$ cat src/rtl/simon_pkg.sv
// Shared Simon Says definitions: direction codes, player FSM states, default timing.
package simon_pkg;

  localparam logic [1:0] DIR_UP    = 2'b00;
  localparam logic [1:0] DIR_RIGHT = 2'b01;
  localparam logic [1:0] DIR_DOWN  = 2'b10;
  localparam logic [1:0] DIR_LEFT  = 2'b11;

  // 10 ms debounce and 1 s response window at 100 MHz
  localparam int DEF_DEBOUNCE_CYCLES = 1_000_000;
  localparam int DEF_WINDOW_CYCLES   = 100_000_000;
  localparam int DEF_CNT_W           = 27;

  typedef enum logic [1:0] {
    IDLE    = 2'd0,
    ARMED   = 2'd1,
    RELEASE = 2'd2
  } state_e;

  // Button vector [0]=up [1]=right [2]=down [3]=left to direction code.
  // Only meaningful for a one-hot input.
  function automatic logic [1:0] encode_dir(input logic [3:0] v);
    logic [1:0] code;
    code = DIR_UP;
    if (v[1]) code = DIR_RIGHT;
    if (v[2]) code = DIR_DOWN;
    if (v[3]) code = DIR_LEFT;
    return code;
  endfunction

endpackage

$ cat src/rtl/simon_debounce.sv
// Two-flop synchroniser plus joint stable-counter debouncer over a WIDTH-bit vector.
// The output follows the synchronised input after DEBOUNCE_CYCLES unchanged, differing cycles.
module simon_debounce #(
  parameter int WIDTH           = 4,
  parameter int DEBOUNCE_CYCLES = 1_000_000
) (
  input  logic             clk,
  input  logic             rst,
  input  logic [WIDTH-1:0] din,
  output logic [WIDTH-1:0] dout
);

  localparam int CW = $clog2(DEBOUNCE_CYCLES + 1);

  logic [WIDTH-1:0] sync1_q, sync1_d;
  logic [WIDTH-1:0] sync2_q, sync2_d;
  logic [WIDTH-1:0] sync_prev_q, sync_prev_d;
  logic [WIDTH-1:0] deb_q, deb_d;
  logic [CW-1:0]    cnt_q, cnt_d;
  logic [CW-1:0]    eff_cnt;

  always_comb begin
    sync1_d     = din;
    sync2_d     = sync1_q;
    sync_prev_d = sync2_q;
    deb_d       = deb_q;
    cnt_d       = '0;
    // A change in the synchronised value makes this cycle the first stable one
    eff_cnt     = (sync2_q != sync_prev_q) ? '0 : cnt_q;
    if (sync2_q != deb_q) begin
      if (eff_cnt == CW'(DEBOUNCE_CYCLES - 1)) begin
        deb_d = sync2_q;
      end else begin
        cnt_d = eff_cnt + CW'(1);
      end
    end
  end

  always_ff @(posedge clk or posedge rst) begin
    if (rst) begin
      sync1_q     <= '0;
      sync2_q     <= '0;
      sync_prev_q <= '0;
      deb_q       <= '0;
      cnt_q       <= '0;
    end else begin
      sync1_q     <= sync1_d;
      sync2_q     <= sync2_d;
      sync_prev_q <= sync_prev_d;
      deb_q       <= deb_d;
      cnt_q       <= cnt_d;
    end
  end

  assign dout = deb_q;

endmodule

$ cat src/rtl/simon_player_input.sv
// Per-player Simon input: debounce buttons, encode a press, judge it against the prompt
// within a bounded window; all result pulses are registered (press-to-result DEBOUNCE_CYCLES+3).
module simon_player_input
  import simon_pkg::*;
#(
  parameter int DEBOUNCE_CYCLES = DEF_DEBOUNCE_CYCLES,
  parameter int WINDOW_CYCLES   = DEF_WINDOW_CYCLES,
  parameter int CNT_W           = DEF_CNT_W
) (
  input  logic       clk,
  input  logic       rst,
  input  logic [3:0] btn,
  input  logic       prompt_valid,
  input  logic [1:0] prompt_dir,
  output logic [1:0] dir_level,
  output logic       resp_valid,
  output logic       resp_hit,
  output logic       resp_miss,
  output logic       resp_timeout,
  output logic       armed
);

  logic [3:0] deb;

  simon_debounce #(
    .WIDTH          (4),
    .DEBOUNCE_CYCLES(DEBOUNCE_CYCLES)
  ) u_debounce (
    .clk (clk),
    .rst (rst),
    .din (btn),
    .dout(deb)
  );

  state_e     state_q, state_d;
  logic [1:0] prompt_q, prompt_d;
  logic [CNT_W-1:0] win_q, win_d;
  logic       blk_q, blk_d;
  logic [3:0] deb_prev_q, deb_prev_d;
  logic [1:0] dir_q, dir_d;
  logic       valid_q, valid_d;
  logic       hit_q, hit_d;
  logic       miss_q, miss_d;
  logic       tout_q, tout_d;

  logic       press;
  logic       one_hot;
  logic [1:0] code;

  assign press   = |(deb & ~deb_prev_q);
  assign one_hot = $onehot(deb);
  assign code    = encode_dir(deb);

  always_comb begin
    state_d    = state_q;
    prompt_d   = prompt_q;
    win_d      = win_q;
    blk_d      = blk_q;
    deb_prev_d = deb;
    dir_d      = dir_q;
    valid_d    = 1'b0;
    hit_d      = 1'b0;
    miss_d     = 1'b0;
    tout_d     = 1'b0;

    unique case (state_q)
      IDLE: begin
        if (press && one_hot) dir_d = code;
      end
      ARMED: begin
        win_d = win_q + CNT_W'(1);
        if (blk_q && deb == 4'b0000) blk_d = 1'b0;
        // A press beats both window expiry and a superseding prompt
        if (press && !blk_q) begin
          valid_d = 1'b1;
          state_d = RELEASE;
          if (one_hot) begin
            dir_d  = code;
            hit_d  = (code == prompt_q);
            miss_d = (code != prompt_q);
          end else begin
            miss_d = 1'b1;
          end
        end else if (prompt_valid || win_q == CNT_W'(WINDOW_CYCLES - 1)) begin
          tout_d  = 1'b1;
          state_d = IDLE;
        end
      end
      RELEASE: begin
        if (deb == 4'b0000) state_d = IDLE;
      end
      default: state_d = IDLE;
    endcase

    // Buttons still held at prompt time must be released before a press counts
    if (prompt_valid) begin
      state_d  = ARMED;
      prompt_d = prompt_dir;
      win_d    = '0;
      blk_d    = |deb;
    end
  end

  always_ff @(posedge clk or posedge rst) begin
    if (rst) begin
      state_q    <= IDLE;
      prompt_q   <= DIR_UP;
      win_q      <= '0;
      blk_q      <= 1'b0;
      deb_prev_q <= '0;
      dir_q      <= DIR_UP;
      valid_q    <= 1'b0;
      hit_q      <= 1'b0;
      miss_q     <= 1'b0;
      tout_q     <= 1'b0;
    end else begin
      state_q    <= state_d;
      prompt_q   <= prompt_d;
      win_q      <= win_d;
      blk_q      <= blk_d;
      deb_prev_q <= deb_prev_d;
      dir_q      <= dir_d;
      valid_q    <= valid_d;
      hit_q      <= hit_d;
      miss_q     <= miss_d;
      tout_q     <= tout_d;
    end
  end

  assign dir_level    = dir_q;
  assign resp_valid   = valid_q;
  assign resp_hit     = hit_q;
  assign resp_miss    = miss_q;
  assign resp_timeout = tout_q;
  assign armed        = (state_q == ARMED);

endmodule

$ cat config.mk
export PLATFORM = sky130hd
export DESIGN_NAME = simon_player_input
export DESIGN_NICKNAME = d
export VERILOG_FILES = /design/src/rtl/simon_pkg.sv /design/src/rtl/simon_debounce.sv /design/src/rtl/simon_player_input.sv
export SDC_FILE = /design/constraint.sdc
export NUM_CORES = 1
export LEC_CHECK = 0
export CELL_PAD_IN_SITES_DETAIL_PLACEMENT = 0
export CELL_PAD_IN_SITES_GLOBAL_PLACEMENT = 2
export CORE_ASPECT_RATIO = 1.2
export CORE_MARGIN = 8
export CORE_UTILIZATION = 43
export CTS_CLUSTER_SIZE = 30
export DETAILED_ROUTE_END_ITERATION = 10
export PLACE_DENSITY = 0.92
export SKIP_CTS_REPAIR_TIMING = 1
export SLEW_MARGIN = 20
export SYNTH_ARGS = -nofsm -noshare
export SYNTH_HDL_FRONTEND = slang
export SYNTH_SLANG_ARGS = --single-unit
$ cat constraint.sdc
create_clock -name clk -period 4.76 [get_ports clk]
set_input_delay 0.714 -clock clk [delete_from_list [all_inputs] [get_ports clk]]
set_output_delay 0.714 -clock clk [all_outputs]
set_load 0.1 [all_outputs]
Word-level counts from Yosys, hierarchy flattened
Index checks and enable logic that the tools add are counted.
- add/sub/neg operators: 5
- eq/ne operators: 15
- muxes and demuxes: 31
- bitwise operators: 2
- reductions and logical operators: 16
- operators with widths (operator ; number):
    two-way mux 20 bit ; 3
    two-way mux 27 bit ; 2
    adder 27 x 1 -> 27 bit (second input constant) ; 1
    equality test 27 bit (second input constant) ; 1
    adder 20 x 1 -> 20 bit (second input constant) ; 1
    equality test 20 bit (second input constant) ; 1
    two-way mux 2 bit ; 9
    two-way mux 1 bit ; 15
    != test 4 bit ; 2
    OR reduction 4 bit ; 2
    case mux 2 bit (3 select lines) ; 1
    nonzero test 2 bit ; 3
    adder 1 x 1 -> 2 bit ; 2
    bitwise AND 4 bit ; 1
    zero test 4 bit ; 1
    != test 2 x 1 -> 1 bit (second input constant) ; 2
    != test 2 bit (second input constant) ; 2
    != test 4 x 2 -> 1 bit (second input constant) ; 1
    inverter 4 bit ; 1
    case mux 2 bit (2 select lines) ; 1
    AND reduction 2 bit ; 2
    AND reduction 4 bit ; 1
    adder 2 x 2 -> 3 bit ; 1
    equality test 3 x 1 -> 1 bit (second input constant) ; 1
    10 further kinds ; 12
- bits in registers: 78
- bits of input ports: 9
- output and inout bits: 7

Longest topological paths before layout
Gate-level depths: netlist of run 1.
- depth after elaboration: 7
- mapped depth: 10

Hierarchy
A second synthesis of run 1 with hierarchy kept.
- cells, all modules: 355
- area total of the unflattened synthesis: 3754.9 um^2
- modules (own cells, without submodules) (module ; times used ; cells each ; area each (um^2) ; seq. area each (um^2)):
    simon_player_input ; 1 ; 214 ; 2152.1 ; 1051.0
    simon_debounce ; 1 ; 141 ; 1602.8 ; 900.9

Worst setup path after synthesis of run 1
Ideal clock, no wire load.
- path type: reg-to-reg
- start: register u_debounce.deb_q[1] (netlist: u_debounce.dout[1])
- end: register dir_q[0] (netlist: dir_level[0])
- library setup time: 0.125 ns
- data arrival time: 2.812 ns
- required time: 4.635 ns
- slack: 1.822 ns
- stages on the path, launching flop included: 9
- path buffers: 0
- path through: dfrtp_1 -> inv_1 -> fa_1 -> inv_1 -> ha_1 -> ha_1 -> or3b_2 -> a2111oi_0 -> mux2_2
- longest elaborated chain between the ends: 6
- elaborated cells between the ends (all ways): 18
- classes of those cells: add/sub: 2; eq/ne: 4; mux: 7; bitwise: 1; reduce/logical: 4
- RTL lines (item ; RTL line ; source):
    start: declaration ; simon_debounce.sv:18 ; logic [WIDTH-1:0] deb_q, deb_d;
    start signal: assignment ; simon_debounce.sv:44 ; deb_q <= '0;
    start signal: assignment ; simon_debounce.sv:50 ; deb_q <= deb_d;
    adder 1 x 1 -> 2 bit (not written as such) / two-way mux 1 bit (equally long branches) ; simon_player_input.sv:51, simon_pkg.sv:25 ;
    adder 2 x 2 -> 3 bit (not written as such) / two-way mux 2 bit (equally long branches) ; simon_player_input.sv:51, simon_pkg.sv:26 ;
    equality test 3 x 1 -> 1 bit / two-way mux 2 bit (equally long branches) ; simon_player_input.sv:51, simon_pkg.sv:27 ;
    logical AND 1 bit / two-way mux 2 bit (equally long branches) ; simon_player_input.sv:68, simon_player_input.sv:77 ;
    != test 2 bit (no line) / two-way mux 2 bit (equally long branches) ; n/a ;
    AND reduction 4 bit (no line) / case mux 2 bit (2 select lines) (equally long branches) ; n/a ;
    end signal: assignment ; simon_player_input.sv:122 ; dir_q <= dir_d;
    end: declaration ; simon_player_input.sv:40 ; logic [1:0] dir_q, dir_d;
Parallel ways exist; a longest one is shown, timed or not. The select of a mux whose other input is x is not followed.
A chain may end at the register's enable or synchronous reset.

Worst setup path in the final report of run 1
- start: register u_debounce.deb_q[3] (netlist: u_debounce.dout[3])
- end: register dir_q[1] (netlist: dir_level[1])
- longest elaborated chain between the ends: 6
- elaborated cells between the ends (all ways): 16
- classes of those cells: add/sub: 2; eq/ne: 4; mux: 5; bitwise: 1; reduce/logical: 4
- RTL lines (item ; RTL line ; source):
    adder 1 x 1 -> 2 bit (not written as such) ; simon_player_input.sv:51 ; assign one_hot = $onehot(deb);
    adder 2 x 2 -> 3 bit (not written as such) ; simon_player_input.sv:51 ;
    equality test 3 x 1 -> 1 bit ; simon_player_input.sv:51 ;
    logical AND 1 bit ; simon_player_input.sv:68 ; if (press && one_hot) dir_d = code;
    != test 2 bit (no line) ; n/a ;
    AND reduction 4 bit (no line) ; n/a ;
Parallel ways exist; a longest one is shown, timed or not. The select of a mux whose other input is x is not followed.

==> results of run 1 <==
==> final cells by class <==
class | count | area share
Sequential cell | 78 | 0.4654
Clock buffer | 9 | 0.02953
Timing Repair Buffer | 17 | 0.03938
Clock inverter | 7 | 0.02536
Multi-Input combinational cell | 254 | 0.3905
Inverter | 16 | 0.01492
Tap cell | 117 | 0.03490
==> worst paths after layout <==
check / depth (start not counted) / to / startpoint / slack, ns
setup reg to reg: 8 / dir_level[1]$_DFFE_PP0P_ / u_debounce.dout[3]$_DFFE_PP0P_ / 1.58
max in group asynchronous: 3 / u_debounce.dout[3]$_DFFE_PP0P_ / rst / 3.18
hold / removal: 0 / u_debounce.sync2_q[2]$_DFF_PP0_ / u_debounce.sync1_q[2]$_DFF_PP0_ / 0.35
hold reg to reg: 0 / u_debounce.sync2_q[2]$_DFF_PP0_ / u_debounce.sync1_q[2]$_DFF_PP0_ / 0.35
min in group asynchronous: 2 / win_q[14]$_DFFE_PP0P_ / rst / 0.84
setup / recovery: 8 / dir_level[1]$_DFFE_PP0P_ / u_debounce.dout[3]$_DFFE_PP0P_ / 1.58
==> worst reg2reg max path, stage by stage, from the launching register on <==
cell	delay, ns
dfrtp_1	0.47
inv_1	0.13
fa_1	0.49
inv_1	0.04
ha_1	0.17
ha_1	0.26
or3b_2	0.48
a2111oi_0	0.63
mux2_2	0.41
==> layer usage <==
layer,vias up,part of all wire,track usage
li1,1274,-,-
met1,1241,0.45,0.1527
met2,31,0.50,0.1996
met3,14,0.026,0.02308
met4,0,0.021,0.06256
met5,-,0,0
==> Yosys cell counts (all sizes together) (2+ instances only) <==
cell type  count  area (um2)
nand2         19       71.32
a31oi          2       12.51
o22ai          2       12.51
or3            8       50.05
nand3         25       137.6
nor2          50       187.7
dfrtp         78        1952
nand3b         2       15.01
mux2           8       90.09
nor4b          4       35.03
xor2          21       183.9
o21bai         2       26.28
xnor2         23       201.4
nand2b         3       18.77
o21ai          9       45.04
and4           4       35.03
clkbuf         7       26.28
ha             5       62.56
or2            3       18.77
nand4         13       87.58
nor3          14       70.07
inv           15       56.30
a21oi         10       50.05
and3           7       43.79
and2           4       27.52
buf            4       32.53
nor4           6       58.80
==> power groups by stage <==
stage               sequential, mW  combinational (mW)  clock (mW)
floorplan                    0.695              0.0345           0
global placement             0.694              0.0524           0
detailed placement           0.695              0.0532           0
CTS                          0.681              0.0532       0.583
global route                 0.683              0.0592       0.608
finish                       0.681              0.0514       0.564
==> per-stage QoR <==
stage | worst slack (ns) | cell area, um2 | total power, mW | utilization
final | 1.582 | 4194 | 1.297 | 0.4951
after floorplan | 1.822 | 3709 | 0.7294 | -
after global placement | 1.718 | 3963 | 0.7466 | 0.4677
after global routing | 1.321 | 4194 | 1.350 | 0.4951
after CTS | 1.536 | 4193 | 1.317 | 0.4949
after detailed placement | 1.545 | 3963 | 0.7479 | 0.4677
==> registers in the layout, indices dropped and copies added, names as in the netlist <==
name / cells
win_q: 27
u_debounce.cnt_q: 20
deb_prev_q: 4
u_debounce.dout: 4
u_debounce.sync1_q: 4
u_debounce.sync2_q: 4
u_debounce.sync_prev_q: 4
dir_level: 2
prompt_q: 2
state_q: 2
blk_q: 1
resp_hit: 1
resp_miss: 1
resp_timeout: 1
resp_valid: 1
==> logic make-up after synthesis <==
family / synth area share
adders and majority gates: 0.02227
muxes: 0.02429
buffers and inverters: 0.03205
and+or+nand+nor: 0.2449
AOI/OAI and AO/OA: 0.04622
xor gates and xnor gates: 0.1039
DFF: 0.5263
==> metrics.md, run 1 <==
| Metric | Value |
|---|---|
| CTS sink count | `78` |
| Placed cells | `482` |
| H-tree depth | `3` |
| Ordered list of cells on the worst path | `inv_1 > fa_1 > inv_1 > ha_1 > ha_1 > or3b_2 > a2111oi_0 > mux2_2` |
| Switching portion of total power | `0.2335` |
| Die Area | `11860 um2` |
| Setup_tns | `0 ns` |
| Fmax achieved | `314.6 MHz` |
| Vert. Die Dim | `117.7 um` |
| Die Width | `100.8 um` |
| # DRC | `0` |
| Peak VDD IR | `0.1853 mV` |
| # nets final | `391` |
| Starting DRT DRC Count | `104` |
| IO Pins | `16` |
| First-pass GRT wire length | `11900 um` |
| Critical Path Sink Type | `flop` |
| Slew @ Worst Pin | `0.9720 ns` |
| Vias in the first global route | `2535` |
| Post-synth EDFFs | `0` |
| Total grt overflow | `0` |
| Synth Register Bits | `78` |
| CP Launch Type | `flop` |
| Commonest cells after routing, fill and taps aside | `dfrtp_1, nor2_1, nand3_1, xnor2_1, xor2_1` |
| Combinational share of power | `0.040` |
| Final setup viols | `0` |
| Delay of the slowest critical-path stage | `0.63 ns` |
| Critical-path top delay cell | `a2111oi_0` |
| CTS tree | `done` |
| Final Slew Violations | `0` |
| Cell variety after synth | `46` |
| Syn Nets | `374` |
| Num rows | `37` |
| CORE AREA | `8472 um2` |
| Initial Utilization | `0.4377` |
| WL per Instance | `13.49 um` |
| Ant diodes | `0` |
| Most common cell after layout, fill and taps aside | `dfrtp_1` |
| Worst-Skew Late Latency | `0.35 ns` |
| Max transition margin | `0.3500` |
| Clock skew | `0.005878 ns` |
| I/O Buffers | `15` |
| Max_cap viols | `0` |
| Post-route ant nets | `0` |
| CTS Buf Count | `9` |
| Syn. warnings | `0` |
| Routed vias/inst | `5.141` |
| Cell Pwr Density | `309.2 nW/um2` |
| Hold Path Class | `reg -> reg` |
| CTS root buf | `clkbuf_8` |
| Crit path buf inv count | `2` |
| DP Wirelength | `4552 um` |
| Crit path max fanout | `7` |
| Clock Power Share | `0.435` |
| Layout cells sized above 1 | `0.09974` |
| Syn avg cell area | `10.33 um2` |
| Register area share after synthesis | `0.5263` |
| Worst hold slack | `0.3542 ns` |
| Post-Route WL | `6718 um` |
| Unrepaired setup endpoints after global routing | `false` |
| Leakage power | `1.699 nW` |
| Largest net degree at the start of global routing | `59` |
| Reg area | `1952 um2` |
| Fillers | `779` |
| Seq pwr share | `0.525` |
| Run status | `finished clean` |
| TritonRoute pass-1 iters | `4` |
| CP Class | `reg -> reg` |
| Max Root-Sink Buffers | `2` |
| CP delay by family, top | `adder cells` |
| Vias | `2560` |
| Final period utilization | `0.6677` |
| Endpoints failing hold | `0` |
| Int Power | `0.9938 mW` |
| Fin cells | `498` |
| Switching pwr | `0.3028 mW` |
| Gpl congestion | `0.7840` |
| Most used DFF post-synth | `dfrtp_1` |
| Synth-to-Final Area Change | `13.09%` |
| Worst Path Required | `5.00 ns` |
| Final min period | `3.178 ns` |
| Data arrival, critical path | `3.42 ns` |
| Total GRT Usage | `0.1237` |
| Asr flop ratio synth | `1.000` |
| Cell Area, Synth | `3709 um2` |
| Mapped Cells | `359` |
| Clock Pin Slew Worst Setup and Hold Paths | `0.09 ns` |
| Antenna violations before repair | `0` |
| Multi-input logic area | `1638 um2` |
Power figures use the tool's default switching activity.
==> run 2, diff against run 1 <==
CORE_UTILIZATION = 36   (was 43)
PLACE_DENSITY = 0.83   (was 0.92)
clock period = 2.9 ns   (was 4.76 ns; I/O delays follow)
==> run 2 against run 1 <==
Count of clock-buffer cells in the layout unchanged; sequential power increased by 64%; non-clock buffer count increased by 11; total power increased by 82%; combinational power increased by 75%; largest cell class unchanged; highest routed layer unchanged.
==> metrics.md, run 2 (synthesis results as in run 1) <==
| Metric | Value |
|---|---|
| Largest net degree at the start of global routing | `38` |
| Unrepaired setup endpoints after global routing | `false` |
| Vert. Die Dim | `127.2 um` |
| Combinational share of power | `0.038` |
| Most common cell after layout, fill and taps aside | `dfrtp_1` |
| Routed vias/inst | `5.027` |
| Max Root-Sink Buffers | `2` |
| Synth-to-Final Area Change | `17.38%` |
| Num rows | `40` |
| Commonest cells after routing, fill and taps aside | `dfrtp_1, nor2_1, nand3_1, xnor2_1, xor2_1` |
| Total grt overflow | `0` |
| Final Slew Violations | `0` |
| CORE AREA | `10010 um2` |
| Starting DRT DRC Count | `87` |
| Clock Power Share | `0.487` |
| CP Launch Type | `flop` |
| Max_cap viols | `0` |
| DP Wirelength | `5050 um` |
| Total GRT Usage | `0.1133` |
| Switching portion of total power | `0.2293` |
| Largest regs | `win_q x27, u_debounce.cnt_q x20` |
| Fmax achieved | `368.3 MHz` |
| TritonRoute pass-1 iters | `4` |
| Layout cells sized above 1 | `0.1454` |
| Switching pwr | `0.5404 mW` |
| Post-DP Area | `4040 um2` |
| Die Width | `108.7 um` |
| Data arrival, critical path | `2.94 ns` |
| Leakage power | `1.800 nW` |
| # DRC | `0` |
| Largest register FFs | `27` |
| Vias in the first global route | `2669` |
| Fillers | `945` |
| Post-route ant nets | `0` |
| I/O Buffers | `15` |
| Post-route cell area | `4353 um2` |
| Run status | `finished clean` |
| IO Pins | `16` |
| Clock skew | `0.008641 ns` |
| Critical Path Sink Type | `flop` |
| CTS Buf Count | `9` |
| H-tree depth | `3` |
| WL per Instance | `14.04 um` |
| Cell Pwr Density | `541.4 nW/um2` |
| Biggest register | `win_q` |
| Initial Utilization | `0.3705` |
| Int Power | `1.816 mW` |
| Setup_tns | `0 ns` |
| Seq pwr share | `0.475` |
| Antenna violations before repair | `0` |
| Slew @ Worst Pin | `0.6943 ns` |
| Ant diodes | `0` |
| Vias | `2604` |
| Final setup viols | `0` |
| Final WS setup | `0.1848 ns` |
| Post-layout util | `0.4349` |
| Max transition margin | `0.5366` |
| Worst Path Required | `3.12 ns` |
| Endpoints failing hold | `0` |
| Gpl congestion | `0.7830` |
| Post-Route WL | `7273 um` |
| Crit path max fanout | `3` |
| CTS sink count | `78` |
| Worst-Skew Late Latency | `0.34 ns` |
| Peak VDD IR | `0.2976 mV` |
| Clock Pin Slew Worst Setup and Hold Paths | `0.06 ns` |
| Hold Path Class | `reg -> reg` |
| Die Area | `13820 um2` |
| Pre-CTS WS | `0.03700 ns` |
| CTS root buf | `clkbuf_16` |
| First-pass GRT wire length | `12560 um` |
| CTS tree | `done` |
| CP Class | `reg -> reg` |
| Final min period | `2.715 ns` |
| # nets final | `402` |
| Final period utilization | `0.9363` |
==> run 2: cell count changes in the layout (fill, tap and decap cells not counted), sizes merged <==
cell	change
clkinvlp	+1
clkdlybuf4s50	-7
buf	+18
bufinv	-1
==> run 2: final cells by class <==
class                      count  area, um2  share of cell area
clock buffer                   9      225.2             0.05174
clock inverter                 7      80.08             0.01840
timing repair buffer          28      230.2             0.05289
inverter                      16      61.31             0.01408
multi-input combinational    254       1647              0.3783
sequential                    78       1952              0.4484
tap                          126      157.7             0.03622
==> run 2: critical path, stage by stage (launching register included) <==
cell and delay, ns:
dfrtp_1 0.34, inv_1 0.08, fa_1 0.53, inv_1 0.04, ha_1 0.17, ha_1 0.27, or3b_4 0.41, a2111oi_2 0.27
buf_4 0.17, mux2_2 0.32
==> run 2: power by group through the flow <==
stage                     combinational (mW)  clock [mW]  sequential (mW)
final                                 0.0897        1.15             1.12
after CTS                             0.0934        1.17             1.12
after global routing                   0.103        1.22             1.12
after floorplan                       0.0567           0             1.14
after detailed placement              0.0932           0             1.14
after global placement                0.0929           0             1.14
==> run 2: path summary, 6_finish.rpt <==
kind / start / endpoint / slack, ns / cells after the start
worst max-delay path: u_debounce.dout[0]$_DFFE_PP0P_ / dir_level[0]$_DFFE_PP0P_ / 0.18 / 9
worst min-delay path: u_debounce.sync1_q[3]$_DFF_PP0_ / u_debounce.sync2_q[3]$_DFF_PP0_ / 0.35 / 0
worst max register to register: u_debounce.dout[0]$_DFFE_PP0P_ / dir_level[0]$_DFFE_PP0P_ / 0.18 / 9
worst min register to register: u_debounce.sync1_q[3]$_DFF_PP0_ / u_debounce.sync2_q[3]$_DFF_PP0_ / 0.35 / 0
max in group asynchronous: rst / u_debounce.cnt_q[2]$_DFF_PP0_ / 1.77 / 3
min in group asynchronous: rst / u_debounce.cnt_q[14]$_DFF_PP0_ / 0.51 / 2
==> run 2: metrics by stage <==
stage / power, mW / cells / hold WS (ns)
floorplan: 1.197 / 359 / 0.3312
detailed placement: 1.233 / 502 / 0.3403
global placement: 1.232 / 502 / 0.3349
CTS: 2.383 / 518 / 0.3548
finish: 2.357 / 518 / 0.3513
global route: 2.443 / 518 / 0.3581
==> run 2: metal layers <==
metal | GRT usage | routed length [um] | vias to the layer above
li1 | - | - | 1295
met1 | 0.1381 | 3434 | 1269
met2 | 0.1871 | 3483 | 27
met3 | 0.02314 | 213 | 13
met4 | 0.05085 | 142 | 0
met5 | 0 | 0 | -
==> RTL change 1 (config.mk and constraints of run 2) <==
`DEF_CNT_W`: 27 -> 35.
--- a/src/rtl/simon_pkg.sv
+++ b/src/rtl/simon_pkg.sv
@@ -9,7 +9,7 @@
   // 10 ms debounce and 1 s response window at 100 MHz
   localparam int DEF_DEBOUNCE_CYCLES = 1_000_000;
   localparam int DEF_WINDOW_CYCLES   = 100_000_000;
-  localparam int DEF_CNT_W           = 27;
+  localparam int DEF_CNT_W           = 35;
 
   typedef enum logic [1:0] {
     IDLE    = 2'd0,
Behaviour: same outputs for any inputs over 10 cycles, from zero or initial values and one cycle with rst high; that may be too few to reach the edited logic, so the function may still have changed.
==> RTL change 1 against run 2 <==
Synthesized area grew 11%. Sequential share of layout area barely moved. Via count increased by 9.1%. Largest cell class unchanged. Routed wire length increased by 11%. Design area rose by 10%. Setup slack worse by 22 ps. Power increased by 0.55%. Non-clock buffer count increased by 1. Fmax down 0.79%. Sequential cell count increased by 8. Critical endpoint unchanged. Critical path type unchanged.
==> RTL change 1: results (changes against run 2) <==
WP data arrival -> 2960 ps (+20 ps)
Power Internal -> 1.83 mW (+0.91%)
vias in the first global route -> 2927 (+9.7%)
DP HPWL -> 5810 um (+15%)
fin nets -> 435 (+8.2%)
ys async rst share -> 100% (unchanged)
Total GRT Usage -> 11.6% (+0.32 points)
Top Registers -> win_q x35, u_debounce.cnt_q x20
Slew @ Worst Pin -> 680 ps (-14.0 ps)
Placer Congestion -> 0.748 (-4.5%)
crit path kind -> reg2reg
post-synthesis sequential area ratio -> 52.1% (-0.54 points)
via density per instance -> 4.88 (-2.9%)
skew final -> 8.09 ps (-0.551 ps)
worst vdd ir -> 0.000270 V (-9.4%)
TritonCTS Buffers -> 9 (unchanged)
CP Max Fanout -> 2 (-1)
Iter 0 DRT Violations -> 122 (+40%)
list of most frequent post-synthesis cells -> dfrtp_1 (86), nor2_1 (58), xor2_1 (28), xnor2_1 (27), nand3_1 (21)
global-route wire length before repair -> 14200 um (+13%)
largest net degree at the start of global routing -> 40 (+5.3%)
LEAKAGE -> 1.99 nW (+11%)
Unique masters post-synth -> 47 (+2.2%)
Avg WL per Cell -> 13.9 um (-0.78%)
status -> completed
synthesized net count -> 407 (+8.8%)
layout cells sized above 1 -> 12.9% (-1.6 points)
Synth area leaders -> dfrtp_1 (52%), xor2_1 (5.9%), xnor2_1 (5.7%), nor2_1 (5.3%), nand4_1 (2.9%)
## RTL change 1: cell count changes after synthesis, sizes merged, moves of 4 or more
cell,before,now
nor2,50,59
nor4,6,15
dfrtp,78,86
nand4,13,21
xor2,21,28
o21ai,9,4
or3,8,3
inv,15,11
nand2b,3,7
xnor2,23,27
## RTL change 1: critical path, cell delays in order (launching register included)
cell,delay [ps]
dfrtp_1,350
inv_1,80
fa_1,540
inv_1,40
ha_1,170
ha_1,260
or3b_2,510
a2111oi_4,320
mux2_1,350
## RTL change 1: through the flow
step,setup slack [ps],utilization (%),instances,cell area [um2],hold WS [ps]
floorplan,127,-,392,4130,331
global placement,186,39.8,566,4520,335
detailed placement,143,39.8,566,4520,339
CTS,126,42.1,582,4780,354
global route,37.7,42.3,582,4800,355
finish,163,42.3,582,4800,350
## RTL change 1: per-layer routing
metal | vias to the layer above | track usage, % | wire, um
met5 | - | 0 | 0
met4 | 0 | 6.45 | 192
met3 | 11 | 1.95 | 150
met2 | 22 | 19.2 | 3970
met1 | 1391 | 14.1 | 3790
li1 | 1416 | - | -
## RTL change 1: path summary, 6_finish.rpt
| check | startpoint | to | slack, ps | depth (start not counted) |
|---|---|---|---|---|
| min in group asynchronous | rst | u_debounce.sync_prev_q[2] | 510 | 2 |
| max in group asynchronous | rst | win_q[23] | 1800 | 3 |
| worst max register to register | u_debounce.dout[0] | dir_level[0] | 160 | 8 |
| worst max-delay path | u_debounce.dout[0] | dir_level[0] | 160 | 8 |
| worst min-delay path | u_debounce.sync1_q[1] | u_debounce.sync2_q[1] | 350 | 0 |
| worst min register to register | u_debounce.sync1_q[1] | u_debounce.sync2_q[1] | 350 | 0 |
## RTL change 1: logic make-up (layout without fill, tap and decap cells)
| group | count (synthesis) | after routing | share of synthesized area (%) |
|---|---|---|---|
| AND/OR/NAND/NOR | 194 | 194 | 26.5 |
| adder cells (fa/ha/maj) | 6 | 6 | 2.00 |
| multiplexers | 8 | 8 | 2.15 |
| flip-flops | 86 | 86 | 52.1 |
| XOR/XNOR | 55 | 55 | 11.7 |
| buffers and inverters | 23 | 56 | 2.51 |
| AO/OA/AOI/OAI | 20 | 20 | 3.09 |
## RTL change 1: final cells by class
type                       instances  area (um2)
clock buffer                      11         233
tap                              157         196
fill                            1110        6560
clock inverter                     5        35.0
multi-input combinational        283        1890
sequential                        86        2150
inverter                          11        42.5
timing repair buffer              29         250
## RTL change 1: power by group through the flow
stage               combinational [mW]  sequential, mW  clock (mW)
floorplan                       0.0563            1.26           0
global placement                0.0949            1.25           0
detailed placement              0.0967            1.25           0
CTS                             0.0972            1.23        1.08
global route                     0.107            1.23        1.12
finish                          0.0932            1.23        1.05
==> RTL change 2 (flow settings as in run 2) <==
Made on the original files. Register the inputs `btn`, `prompt_valid` and `prompt_dir` before use, cleared by the reset. The logic sees them one clock later.
--- a/src/rtl/simon_player_input.sv
+++ b/src/rtl/simon_player_input.sv
@@ -20,6 +20,22 @@
   output logic       armed
 );
 
+  logic [3:0] btn_q;
+  logic prompt_valid_q;
+  logic [1:0] prompt_dir_q;
+
+  always_ff @(posedge clk or posedge rst) begin
+    if (rst) begin
+      btn_q          <= '0;
+      prompt_valid_q <= '0;
+      prompt_dir_q   <= '0;
+    end else begin
+      btn_q          <= btn;
+      prompt_valid_q <= prompt_valid;
+      prompt_dir_q   <= prompt_dir;
+    end
+  end
+
   logic [3:0] deb;
 
   simon_debounce #(
@@ -28,7 +44,7 @@
   ) u_debounce (
     .clk (clk),
     .rst (rst),
-    .din (btn),
+    .din (btn_q),
     .dout(deb)
   );
 
@@ -81,7 +97,7 @@
           end else begin
             miss_d = 1'b1;
           end
-        end else if (prompt_valid || win_q == CNT_W'(WINDOW_CYCLES - 1)) begin
+        end else if (prompt_valid_q || win_q == CNT_W'(WINDOW_CYCLES - 1)) begin
           tout_d  = 1'b1;
           state_d = IDLE;
         end
@@ -93,9 +109,9 @@
     endcase
 
     // Buttons still held at prompt time must be released before a press counts
-    if (prompt_valid) begin
+    if (prompt_valid_q) begin
       state_d  = ARMED;
-      prompt_d = prompt_dir;
+      prompt_d = prompt_dir_q;
       win_d    = '0;
       blk_d    = |deb;
     end
Behaviour: not the same (a bounded check fails within 4 cycles, from zero or initial values and one cycle with rst high).
==> RTL change 2 against run 2 <==
Sequential cell count rose by 7. Power is 9.1% higher. Routed wire length rose by 6.5%. Critical path depth did not move. Design area increased by 6.0%. Count of clock-buffer cells in the layout unchanged. Synthesized area is 6.2% higher. Setup slack worse by 49 ps.
==> RTL change 2: results (changes against run 2) <==
Worst path top cell family by delay -> adder cells
Place WS -> 59.7 ps (+22.7 ps)
Worst-path clk slew -> 70 ps
Placer Congestion -> 0.726 (-7.3%)
status -> completed
routing usage on met1 -> 14.2% (+0.38 points)
Slew @ Worst Pin -> 922 ps (+228 ps)
Synth area leaders -> dfrtp_1 (54%), xnor2_1 (5.3%), nor2_1 (3.1%), mux2_2 (3.1%), a21oi_1 (2.8%)
Total GRT Usage -> 11.8% (+0.43 points)
XOR/XNOR Fraction of Synth Area -> 6.89% (-3.5 points)
worst vdd ir -> 0.000240 V (-19%)
met2 Use GR -> 19.4% (+0.68 points)
layout cells sized above 1 -> 13.5% (-1.0 points)
Avg WL per Cell -> 14.6 um (+3.7%)
synthesized net count -> 386 (+3.2%)
global-route wire length before repair -> 13800 um (+9.9%)
list of most frequent post-synthesis cells -> dfrtp_1 (85), nor2_1 (33), xnor2_1 (24), nand2_1 (23), a21oi_1 (22)
Clock Tree Buf Depth -> 2 (unchanged)
Unique masters post-synth -> 50 (+8.7%)
LEAKAGE -> 1.87 nW (+3.7%)
M3 GR Usage -> 2.80% (+0.49 points)
largest net degree at the start of global routing -> 60 (+58%)
post-synthesis sequential area ratio -> 54.0% (+1.4 points)
Iter 0 DRT Violations -> 84 (-3.4%)
WL met2 -> 3730 um (+7.2%)
Met1 Wirelength -> 3600 um (+4.9%)
DP HPWL -> 5240 um (+3.7%)
ys flop type -> dfrtp_1
via density per instance -> 5.28 (+5.0%)
Psw -> 0.563 mW (+4.2%)
CP Max Fanout -> 2 (-1)
WP data arrival -> 2980 ps (+40 ps)
vias in the first global route -> 2889 (+8.2%)
fin nets -> 410 (+2.0%)
post-synthesis adder-cell area fraction -> 2.10% (-0.13 points)
post-synthesis compound-gate area fraction -> 8.38% (+3.8 points)
mux cell area share after synthesis -> 3.40% (+0.97 points)
number of antenna violations at the first check in global routing -> 0 (unchanged)
Fillers -> 1010 (+6.9%)
skew final -> 6.71 ps (-1.93 ps)
Routed met3 length -> 250 um (+17%)
clk root buf -> clkbuf_16
-- RTL change 2: cell count changes in the layout (fill, tap and decap cells not counted), moves of 8 or more --
cell / delta
o31ai_1: +8
a21oi_1: +12
nor2_1: -17
or4_1: +8
xor2_1: -14
nor3_1: -8
-- RTL change 2: layout make-up --
class,instances,area share (%)
Sequential cell,85,46.1
Multi-Input combinational cell,256,36.9
Clock buffer,9,4.88
Timing Repair Buffer,25,4.77
Inverter,18,1.49
Tap cell,132,3.58
Clock inverter,7,2.28
-- RTL change 2: metrics by stage --
stage          hold WS [ps]  instances  total power [mW]  cell area [um2]  utilization (%)
2_1_floorplan           331        371              1.30             3940                -
3_3_place_gp            332        516              1.33             4270             39.2
3_5_place_dp            338        516              1.34             4270             39.2
4_1_cts                 353        532              2.62             4600             42.3
5_1_grt                 362        532              2.68             4610             42.4
6_report                350        532              2.57             4610             42.4
-- RTL change 2: final timing paths --
check	start	endpoint	slack (ps)	cells past startpoint
setup reg to reg	u_debounce.dout[0]	dir_level[0]	140	9
setup / recovery	u_debounce.dout[0]	dir_level[0]	140	9
min in group asynchronous	rst	win_q[9]	450	2
hold reg to reg	btn_q[1]	u_debounce.sync1_q[1]	350	0
max in group asynchronous	rst	u_debounce.sync_prev_q[1]	1790	3
hold / removal	btn_q[1]	u_debounce.sync1_q[1]	350	0
-- RTL change 2: power groups by stage --
stage	clock network [mW]	registers (mW)	logic (mW)
2_1_floorplan	0	1.25	0.0531
3_3_place_gp	0	1.25	0.0863
3_5_place_dp	0	1.25	0.0883
4_1_cts	1.30	1.22	0.0886
5_1_grt	1.35	1.23	0.0984
6_report	1.26	1.22	0.0850
